===== src/rtl/matrix_digit_ctrl_pkg.sv =====
// Shared types and constants for the matrix digit controller.
package matrix_digit_ctrl_pkg;

  typedef enum logic {
    STOP = 1'b0,
    RUN  = 1'b1
  } state_e;

  localparam logic [1:0] SEL_GREEN = 2'b01;
  localparam logic [1:0] SEL_RED   = 2'b10;
  localparam logic [1:0] SEL_BOTH  = 2'b11;

  localparam int ROWS_PER_CHAR = 8;

  function automatic logic [1:0] next_sel(input logic [1:0] s);
    logic [1:0] n;
    case (s)
      SEL_GREEN: n = SEL_RED;
      SEL_RED:   n = SEL_BOTH;
      default:   n = SEL_GREEN;
    endcase
    return n;
  endfunction

  function automatic logic [6:0] char_base(input logic [3:0] d);
    logic [6:0] w;
    w = {3'b000, d};
    return w * 7'(ROWS_PER_CHAR);
  endfunction

endpackage


===== src/rtl/matrix_digit_ctrl_btn_debounce.sv =====
// Pushbutton conditioner: 2-flop synchronizer, stable-level debouncer, press pulse.
// After reset the button must read low for DEB_CYCLES samples before presses count.
module btn_debounce #(
  parameter int DEB_CYCLES = 4
) (
  input  logic clk,
  input  logic reset,
  input  logic btn_i,
  output logic press_o
);

  localparam logic [7:0] CNT_LAST = 8'(DEB_CYCLES - 1);

  logic [1:0] sync_q;
  logic [7:0] cnt_q, cnt_d;
  logic       level_q, level_d;
  logic       armed_q, armed_d;
  logic       press_q, press_d;
  logic       smp;

  assign smp = sync_q[1];

  always_ff @(posedge clk or posedge reset) begin
    if (reset) begin
      sync_q  <= 2'b00;
      cnt_q   <= 8'd0;
      level_q <= 1'b0;
      armed_q <= 1'b0;
      press_q <= 1'b0;
    end else begin
      sync_q  <= {sync_q[0], btn_i};
      cnt_q   <= cnt_d;
      level_q <= level_d;
      armed_q <= armed_d;
      press_q <= press_d;
    end
  end

  always_comb begin
    level_d = level_q;
    armed_d = armed_q;
    press_d = 1'b0;
    cnt_d   = 8'd0;
    if (!armed_q) begin
      // Stay disarmed until a debounced release, so a button held through reset is ignored
      if (!smp) begin
        if (cnt_q == CNT_LAST) armed_d = 1'b1;
        else                   cnt_d   = cnt_q + 8'd1;
      end
    end else if (smp != level_q) begin
      if (cnt_q == CNT_LAST) begin
        level_d = smp;
        press_d = smp;
      end else begin
        cnt_d = cnt_q + 8'd1;
      end
    end
  end

  assign press_o = press_q;

endmodule


===== src/rtl/matrix_digit_ctrl.sv =====
// Digit/colour sequencer for the LED matrix: STOP/RUN FSM driven by debounced buttons and tick.
// Optional macro DOWN_COUNT_EN adds a direction button that toggles up/down counting.
module matrix_digit_ctrl
  import matrix_digit_ctrl_pkg::*;
#(
  parameter int DEB_CYCLES = 4,
  parameter int NUM_DIGITS = 10
) (
  input  logic       clk,
  input  logic       reset,
  input  logic       tick,
  input  logic       btn_mode,
  input  logic       btn_step,
  input  logic       btn_dir,
  output logic [3:0] digit,
  output logic [6:0] digit_idx,
  output logic [1:0] sel,
  output logic       running
);

  localparam logic [3:0] LAST_DIGIT = 4'(NUM_DIGITS - 1);

  state_e     state_q, state_d;
  logic [3:0] digit_q, digit_d, adv_digit;
  logic [6:0] idx_q, idx_d;
  logic [1:0] sel_q, sel_d;
  logic       down_q;
  logic       mode_press, step_press;

  btn_debounce #(.DEB_CYCLES(DEB_CYCLES)) u_mode (
    .clk(clk), .reset(reset), .btn_i(btn_mode), .press_o(mode_press)
  );

  btn_debounce #(.DEB_CYCLES(DEB_CYCLES)) u_step (
    .clk(clk), .reset(reset), .btn_i(btn_step), .press_o(step_press)
  );

`ifdef DOWN_COUNT_EN
  logic dir_press;

  btn_debounce #(.DEB_CYCLES(DEB_CYCLES)) u_dir (
    .clk(clk), .reset(reset), .btn_i(btn_dir), .press_o(dir_press)
  );

  always_ff @(posedge clk or posedge reset) begin
    if (reset) down_q <= 1'b0;
    else       down_q <= down_q ^ dir_press;
  end
`else
  logic unused_btn_dir;
  assign unused_btn_dir = btn_dir;
  assign down_q         = 1'b0;
`endif

  always_comb begin
    if (down_q) adv_digit = (digit_q == 4'd0) ? LAST_DIGIT : digit_q - 4'd1;
    else        adv_digit = (digit_q == LAST_DIGIT) ? 4'd0 : digit_q + 4'd1;
  end

  always_ff @(posedge clk or posedge reset) begin
    if (reset) begin
      state_q <= STOP;
      digit_q <= 4'd0;
      idx_q   <= 7'd0;
      sel_q   <= SEL_GREEN;
    end else begin
      state_q <= state_d;
      digit_q <= digit_d;
      idx_q   <= idx_d;
      sel_q   <= sel_d;
    end
  end

  // Mode wins over step; in RUN a tick still advances when mode leaves RUN
  always_comb begin
    state_d = state_q;
    digit_d = digit_q;
    sel_d   = sel_q;
    if (state_q == STOP) begin
      if (mode_press)      state_d = RUN;
      else if (step_press) digit_d = adv_digit;
    end else begin
      if (tick)            digit_d = adv_digit;
      if (mode_press)      state_d = STOP;
      else if (step_press) sel_d   = next_sel(sel_q);
    end
    idx_d = char_base(digit_d);
  end

  assign digit     = digit_q;
  assign digit_idx = idx_q;
  assign sel       = sel_q;
  assign running   = (state_q == RUN);

endmodule


===== config.mk =====
export PLATFORM = sky130hd
export DESIGN_NAME = matrix_digit_ctrl
export DESIGN_NICKNAME = d
export VERILOG_FILES = /design/src/rtl/matrix_digit_ctrl_pkg.sv /design/src/rtl/matrix_digit_ctrl_btn_debounce.sv /design/src/rtl/matrix_digit_ctrl.sv
export SDC_FILE = /design/constraint.sdc
export NUM_CORES = 1
export LEC_CHECK = 0
export CELL_PAD_IN_SITES_DETAIL_PLACEMENT = 1
export CELL_PAD_IN_SITES_GLOBAL_PLACEMENT = 1
export CORE_MARGIN = 2
export CORE_UTILIZATION = 26
export DETAILED_ROUTE_END_ITERATION = 8
export GPL_TIMING_DRIVEN = 0
export HOLD_SLACK_MARGIN = 0.1
export MAX_ROUTING_LAYER = met4
export PLACE_DENSITY = 0.53
export RECOVER_POWER = 50
export SKIP_LAST_GASP = 1
export SLEW_MARGIN = 10
export SYNTH_ARGS = -nofsm -noshare
export SYNTH_HDL_FRONTEND = slang
export SYNTH_HIERARCHICAL = 1
export SYNTH_SLANG_ARGS = --single-unit

===== constraint.sdc =====
create_clock -name clk -period 4.3 [get_ports clk]
set_clock_uncertainty 0.1 [all_clocks]
set_input_delay 0.645 -clock clk [delete_from_list [all_inputs] [get_ports clk]]
set_output_delay 0.645 -clock clk [all_outputs]
set_load 0.005 [all_outputs]

==> run_results.csv, run 1 <==
group,metric,value,unit
status,status,"finished, final reports clean",
worst_hold_path,hold_depth,0,
cts,ctsHoldBuffers,0,
drt,drt_wl_total,3216,um
global_route,grt_first_pass_wirelength,5506,um
worst_setup_path,reg2reg_from,"u_step/cnt_q[0]$_DFF_PP0_",
cells_and_area,final_area,0.001943,mm^2
drt,drt-pass1-iter-count,4,
sta,setup_viol,0,
global_route,grt_overflow,0,
cts,cts_tree,"built",
placed_design,dpl.hpwl,2407,um
worst_setup_path,critPathMaxFanout,6,
cells_and_area,multi_input_area,679.4,um^2
cells_and_area,diodes,0,
floorplanning,io_pins,20,
job,drv_cap,0,
cts,clock-root-buffer,"clkbuf_8",
power,p_leak,0.0008267,uW
logic_synthesis,synth_top_cell_area_share,0.5000,
logic_synthesis,syn-cell-area,0.001602,mm^2
logic_synthesis,synth.yosys.seq_area_share,0.5164,
logic_synthesis,yosysTopAreaCell,"dfrtp_1",
worst_hold_path,hold_path_end,"u_mode/sync_q[1]$_DFF_PP0_",
worst_setup_path,r2r_cells,4,
cts,cts_buffers,5,
cells_and_area,drive_gt1_frac,0.1548,
cts,postCtsSetupBuffers,0,
sta,clock.fmax,0.4727,GHz
power,peakVddDrop,0.1643,mV
worst_setup_path,cp-start-kind,"register",
cts,clk_pin_slew,70,ps
cts,clk_latency,280,ps
cells_and_area,regArea,827.0,um^2
worst_setup_path,reg2reg_to,"u_step/press_o$_DFF_PP0_",
worst_setup_path,worst_path_largest_cell_delay,490,ps
drt,vias,1097,
worst_setup_path,path_class,"reg2out",
floorplanning,start_util,0.2705,
logic_synthesis,synth_edf_count,0,
cells_and_area,area_growth,21.33,%
cts,clock-sinks,33,
worst_setup_path,reg2reg_slack,2400,ps
floorplanning,rows,28,
sta,fin_crit_sh,0.4920,
worst_setup_path,cp.arrival,1370,ps
worst_setup_path,crit_required,3560,ps
logic_synthesis,synthTopCellsByArea,"dfrtp_1 (50%), nor4_4 (4.0%), ha_1 (3.9%)",
sta,worst_pin_slew,721.6,ps
placed_design,port_buffers,15,
drt,drc,0,
logic_synthesis,yosysMostFrequentCell,"dfrtp_1",
logic_synthesis,ys_warn_count,6,
power,p_per_area,521.6,mW/mm^2
placed_design,postPlaceCellArea,0.001853,mm^2
sta,hold_violations,0,
global_route,grt_start_max_net_pins,14,
logic_synthesis,synth_area_per_cell,11.20,um^2
worst_setup_path,critPathSlowestCell,"clkdlybuf4s50_1",
floorplanning,die_width,82.49,um
worst_hold_path,min_from,"u_mode/sync_q[0]$_DFF_PP0_",
drt,routedWlPerCell,13.23,um
global_route,grt.total_usage,0.1128,
global_route,grt_antenna_before_repair,0,
logic_synthesis,yosys-top-cells-count,"dfrtp_1 (32), inv_1 (12), a21oi_1 (8), nand3_1 (8)",
floorplanning,die_y,82.49,um
worst_setup_path,crit_path_end_kind,"output port",
sta,rsz0062_at_grt,"false",
global_route,grt_pass1_vias,1157,
sta,period_needed,2116,ps
cts,cts_buffer_depth,2,
cts,cts-resized-gates,0,
placed_design,place.gp.congestion,0.7339,
worst_hold_path,holdCritPathClass,"reg2reg",
floorplanning,core,0.005921,mm^2
sta,slew-limit-headroom,0.5155,
floorplanning,die_area,0.006804,mm^2
drt,via_per_inst,4.514,
worst_setup_path,cp_cell_sequence,"buf_4, clkdlybuf4s50_1",
logic_synthesis,synthFlopType,"dfrtp_1",
logic_synthesis,synthCells,143,
sta,slew_viol_final,0,
logic_synthesis,synthArstFlopShare,1.000,
logic_synthesis,synth-seq-cells,33,
drt,drt_iter0_markers,35,
cells_and_area,num-fill-cells,670,
cts,htreeDepth,2,
cells_and_area,fin_nets,178,
drt,final_antenna_net_count,0,
logic_synthesis,synth_cell_types,38,
sta,fin_tns_setup,0,ps
worst max-delay path by stage:
stage / from / cells after the start / end
after floorplan: u_mode/cnt_q[3]$_DFF_PP0_ / 3 / u_mode/level_q$_DFFE_PP0P_
after global placement: tick / 4 / digit_idx[4]$_DFFE_PP0P_
after detailed placement: tick / 4 / digit_idx[4]$_DFFE_PP0P_
after CTS: digit_idx[5]$_DFFE_PP0P_ / 2 / digit_idx[5]
after global routing: digit_idx[4]$_DFFE_PP0P_ / 2 / digit_idx[4]
final: digit_idx[5]$_DFFE_PP0P_ / 2 / digit_idx[5]
cell type report:
type,count,area share
well taps,75,0.04829
inverters,12,0.02318
multi-input cells,92,0.3496
plain buffers,8,0.02962
flip-flops and latches,33,0.4256
repair buffers,15,0.07727
clock buffers,8,0.04636
per-stage QoR:
| step | setup slack, ps | total power, uW | util | hold slack, ps | instances |
|---|---|---|---|---|---|
| after floorplan | 2549 | 646.0 | - | 231.2 | 145 |
| after global placement | 2186 | 772.6 | 0.3130 | 237.5 | 235 |
| after detailed placement | 2140 | 791.5 | 0.3130 | 239.5 | 235 |
| after CTS | 2160 | 1038 | 0.3282 | 254.0 | 243 |
| after global routing | 2095 | 1095 | 0.3282 | 266.6 | 243 |
| final | 2184 | 1014 | 0.3282 | 249.9 | 243 |
report_power, final:
| group | internal, uW | switching (uW) | leakage [uW] |
|---|---|---|---|
| combinational | 185 | 145 | 0.000357 |
| clock | 130 | 107 | 0.0000455 |
| sequential | 375 | 72.3 | 0.000425 |
cells in the final DEF (no fill, tap or decap), types with 6 or more instances in the layout:
cell / instances
dfrtp_1: 32
inv_1: 12
clkdlybuf4s50_1: 12
a21oi_1: 8
nand3_1: 8
buf_4: 7
o21ai_0: 7
nor2_1: 6
xor2_1: 6
clkbuf_8: 6
or3_1: 6
critical path, delay by kind of cell (launching register included):
kind	cells	cell delay (ps)
buffers and inverters	2	640
flip-flops	1	460
metal layers:
metal  share of wire  global-route usage  vias up
met3           0.053             0.03478        6
li1                -                   -      538
met4           0.023             0.05000        0
met1            0.42              0.1219      528
met2            0.50              0.1903       25
met5               0                   -        -
sequential cells by signal, summed over array words and instances (netlist names), 2 cells and up:
register,flops
u_mode/sync_q,2
u_step/cnt_q,8
u_step/sync_q,2
sel,2
digit_idx,4
u_mode/cnt_q,8
logic make-up (layout without fill, tap and decap cells):
group | count (synthesis) | after routing | share of synthesized area
simple gates | 48 | 48 | 0.2203
fa+ha+maj | 5 | 5 | 0.03906
mux | 3 | 3 | 0.02031
xor+xnor | 9 | 9 | 0.04922
flops | 33 | 33 | 0.5164
other cells | 1 | 3 | 0.002342
buf+inv | 20 | 43 | 0.06406
compound gates | 24 | 24 | 0.08828
Note: power is estimated with default switching activity, not from simulation.
==> run 2: changes to the inputs <==
--- a/config.mk
+++ b/config.mk
@@ -13,7 +13,7 @@
 export GPL_TIMING_DRIVEN = 0
 export HOLD_SLACK_MARGIN = 0.1
 export MAX_ROUTING_LAYER = met4
-export PLACE_DENSITY = 0.53
+export PLACE_DENSITY = 0.55
 export RECOVER_POWER = 50
 export SKIP_LAST_GASP = 1
 export SLEW_MARGIN = 10
==> constraint.sdc (replaced) <==
create_clock -name clk -period 1.8 [get_ports clk]
set_clock_uncertainty 0.1 [all_clocks]
set_input_delay 0.27 -clock clk [delete_from_list [all_inputs] [get_ports clk]]
set_output_delay 0.27 -clock clk [all_outputs]
set_load 0.005 [all_outputs]
==> run 2 against run 1 <==
Against the previous run: wire length is 0.93% lower; core utilization is 1.2 points higher; worst hold slack hardly changed; critical path type is now reg2reg; largest cell class unchanged; largest power group unchanged; highest routed layer unchanged.
==> run_results.csv, run 2 (synthesis gave the netlist of run 1 again) <==
group,metric,value,unit
status,status,"finished, final reports clean",
placed_design,postPlaceCellArea,0.001853,mm^2
global_route,grt_overflow,0,
cts,cts_buffers,5,
cts,clk_latency,280,ps
cells_and_area,instances_no_fill,247,
sta,fin_crit_sh,0.9994,
cells_and_area,area_growth,25.94,%
floorplanning,die_width,82.49,um
sta,slew-limit-headroom,0.4444,
drt,vias,1146,
cts,clock-sinks,33,
power,p_clk_frac,0.239,
worst_setup_path,worst_path_largest_cell_delay,500,ps
cells_and_area,num-fill-cells,662,
cells_and_area,diodes,0,
cts,htreeDepth,2,
global_route,grt_start_max_net_pins,14,
power,power_frac_seq,0.420,
power,combPwrFrac,0.341,
power,p_per_area,1266,mW/mm^2
worst_setup_path,cp.arrival,1820,ps
cells_and_area,final_area,0.002017,mm^2
cells_and_area,final_cell_mix,"dfrtp_1 (31), inv_1 (12), clkdlybuf4s50_1 (12), buf_4 (11)",
global_route,grt_pass1_vias,1172,
worst_hold_path,holdCritPathClass,"reg2reg",
placed_design,port_buffers,15,
power,p_sw,821.9,uW
sta,period_needed,1799,ps
power,swShare,0.3220,
cts,ctsHoldBuffers,0,
floorplanning,io_pins,20,
power,p_total,2553,uW
sta,hold_violations,0,
drt,drt-pass1-iter-count,3,
placed_design,place.gp.congestion,0.7789,
power,p_int,1731,uW
drt,final_antenna_net_count,0,
worst_setup_path,reg2reg_from,"u_step/cnt_q[1]$_DFF_PP0_",
worst_setup_path,crit_required,1820,ps
worst_setup_path,crit_path_end_kind,"register",
cts,cts_buffer_depth,2,
global_route,grt.total_usage,0.1086,
worst_setup_path,cp_cell_sequence,"ha_4, or4b_4, nor4_4, buf_4, nor3_1",
floorplanning,die_area,0.006804,mm^2
global_route,grt_first_pass_wirelength,5444,um
worst_setup_path,critPathMaxFanout,4,
cells_and_area,final_common_cell,"dfrtp_1",
worst_hold_path,min_from,"u_mode/sync_q[0]$_DFF_PP0_",
sta,setup_viol,0,
drt,drt_wl_total,3186,um
worst_hold_path,hold_depth,0,
worst_setup_path,cp_top_family,"simple AND/OR/NAND/NOR gates",
worst_setup_path,path_class,"reg2reg",
sta,rsz0062_at_grt,"true",
placed_design,dpl.hpwl,2216,um
sta,slew_viol_final,0,
drt,drc,0,
worst_setup_path,cp-start-kind,"register",
drt,via_per_inst,4.640,
worst_hold_path,hold_path_end,"u_mode/sync_q[1]$_DFF_PP0_",
cts,clock-root-buffer,"clkbuf_8",
worst_setup_path,reg2reg_slack,1,ps
floorplanning,rows,28,
worst_setup_path,reg2reg_to,"u_step/cnt_q[2]$_DFF_PP0_",
global_route,grt_antenna_before_repair,0,
placed_design,place_inst,235,
floorplanning,die_y,82.49,um
cts,cts_tree,"built",
cts,clk_pin_slew,70,ps
power,peakVddDrop,0.3764,mV
worst_setup_path,critPathSlowestCell,"or4b_4",
cells_and_area,drive_gt1_frac,0.2209,
cells_and_area,fin_nets,182,
floorplanning,core,0.005921,mm^2
sta,clock.fmax,0.5559,GHz
power,p_leak,0.0008615,uW
sta,worst_pin_slew,827.5,ps
job,drv_cap,0,
drt,routedWlPerCell,12.90,um
floorplanning,start_util,0.2705,
worst_setup_path,crit_buf_inv,1,
drt,drt_iter0_markers,41,
worst_setup_path,r2r_cells,5,
-- run 2: per-layer routing --
metal,vias up,GRT usage,routed length (um)
met5,-,-,0
met4,0,0.05500,63
met3,4,0.02283,135
met2,23,0.1790,1613
met1,566,0.1247,1374
li1,553,-,-
-- run 2: final cells by class --
cell class | instances | area [um^2] | area share
tap | 75 | 93.84 | 0.04653
sequential | 33 | 828.3 | 0.4107
timing repair buffer | 19 | 180.2 | 0.08933
multi-input combinational | 92 | 710.7 | 0.3524
inverter | 12 | 45.04 | 0.02233
buffer | 8 | 57.56 | 0.02854
clock buffer | 7 | 96.34 | 0.04777
clock inverter | 1 | 5.005 | 0.002481
-- run 2: how the worst max path moves through the flow --
stage,startpoint,to,slack [ps],cells past startpoint
6_report,u_step/cnt_q[1]$_DFF_PP0_,u_step/cnt_q[2]$_DFF_PP0_,1,5
5_1_grt,u_step/cnt_q[2]$_DFF_PP0_,u_step/level_q$_DFFE_PP0P_,-60,3
4_1_cts,u_step/cnt_q[1]$_DFF_PP0_,u_step/cnt_q[2]$_DFF_PP0_,10,5
3_5_place_dp,u_step/cnt_q[0]$_DFF_PP0_,u_step/press_o$_DFF_PP0_,-40,4
3_3_place_gp,u_step/cnt_q[0]$_DFF_PP0_,u_step/press_o$_DFF_PP0_,-30,4
2_1_floorplan,u_mode/cnt_q[3]$_DFF_PP0_,u_mode/level_q$_DFFE_PP0P_,50,3
-- run 2: power by group through the flow --
stage	Combinational, uW	Clock, uW	Sequential (uW)
3_5_place_dp	802	0	1090
2_1_floorplan	500	0	1040
3_3_place_gp	770	0	1070
4_1_cts	833	638	1060
6_report	871	609	1070
5_1_grt	993	666	1100
-- run 2: stage by stage --
step	setup slack, ps	hold slack (ps)	util	setup TNS (ps)
floorplan	49.20	-27.33	-	0
global placement	-25.94	232.3	0.3130	-28.16
detailed placement	-38.87	238.7	0.3130	-48.37
CTS	10.85	225.3	0.3339	0
global route	-58.25	266.7	0.3407	-227.0
finish	1.116	250.3	0.3407	0
-- run 2: repair_timing --
action / 4_1_cts / 5_1_grt
pin swaps: 0 / 3
setup buffers: 3 / 1
gates resized for setup: 0 / 7
setup endpoints to repair: 4 / 7
-- run 2: worst reg2reg max path: stages (launching register included) --
cell and delay [ps]:
dfrtp_1 430, ha_4 170, or4b_4 500, nor4_4 190, buf_4 200, nor3_1 60
==> run 3: changes to the inputs <==
--- a/config.mk
+++ b/config.mk
@@ -11,7 +11,6 @@
 export CORE_UTILIZATION = 26
 export DETAILED_ROUTE_END_ITERATION = 8
 export GPL_TIMING_DRIVEN = 0
-export HOLD_SLACK_MARGIN = 0.1
 export MAX_ROUTING_LAYER = met4
 export PLACE_DENSITY = 0.55
 export RECOVER_POWER = 50
==> results of run 3 <==
The final DEF is identical to that of run 2; final timing and power are the same.
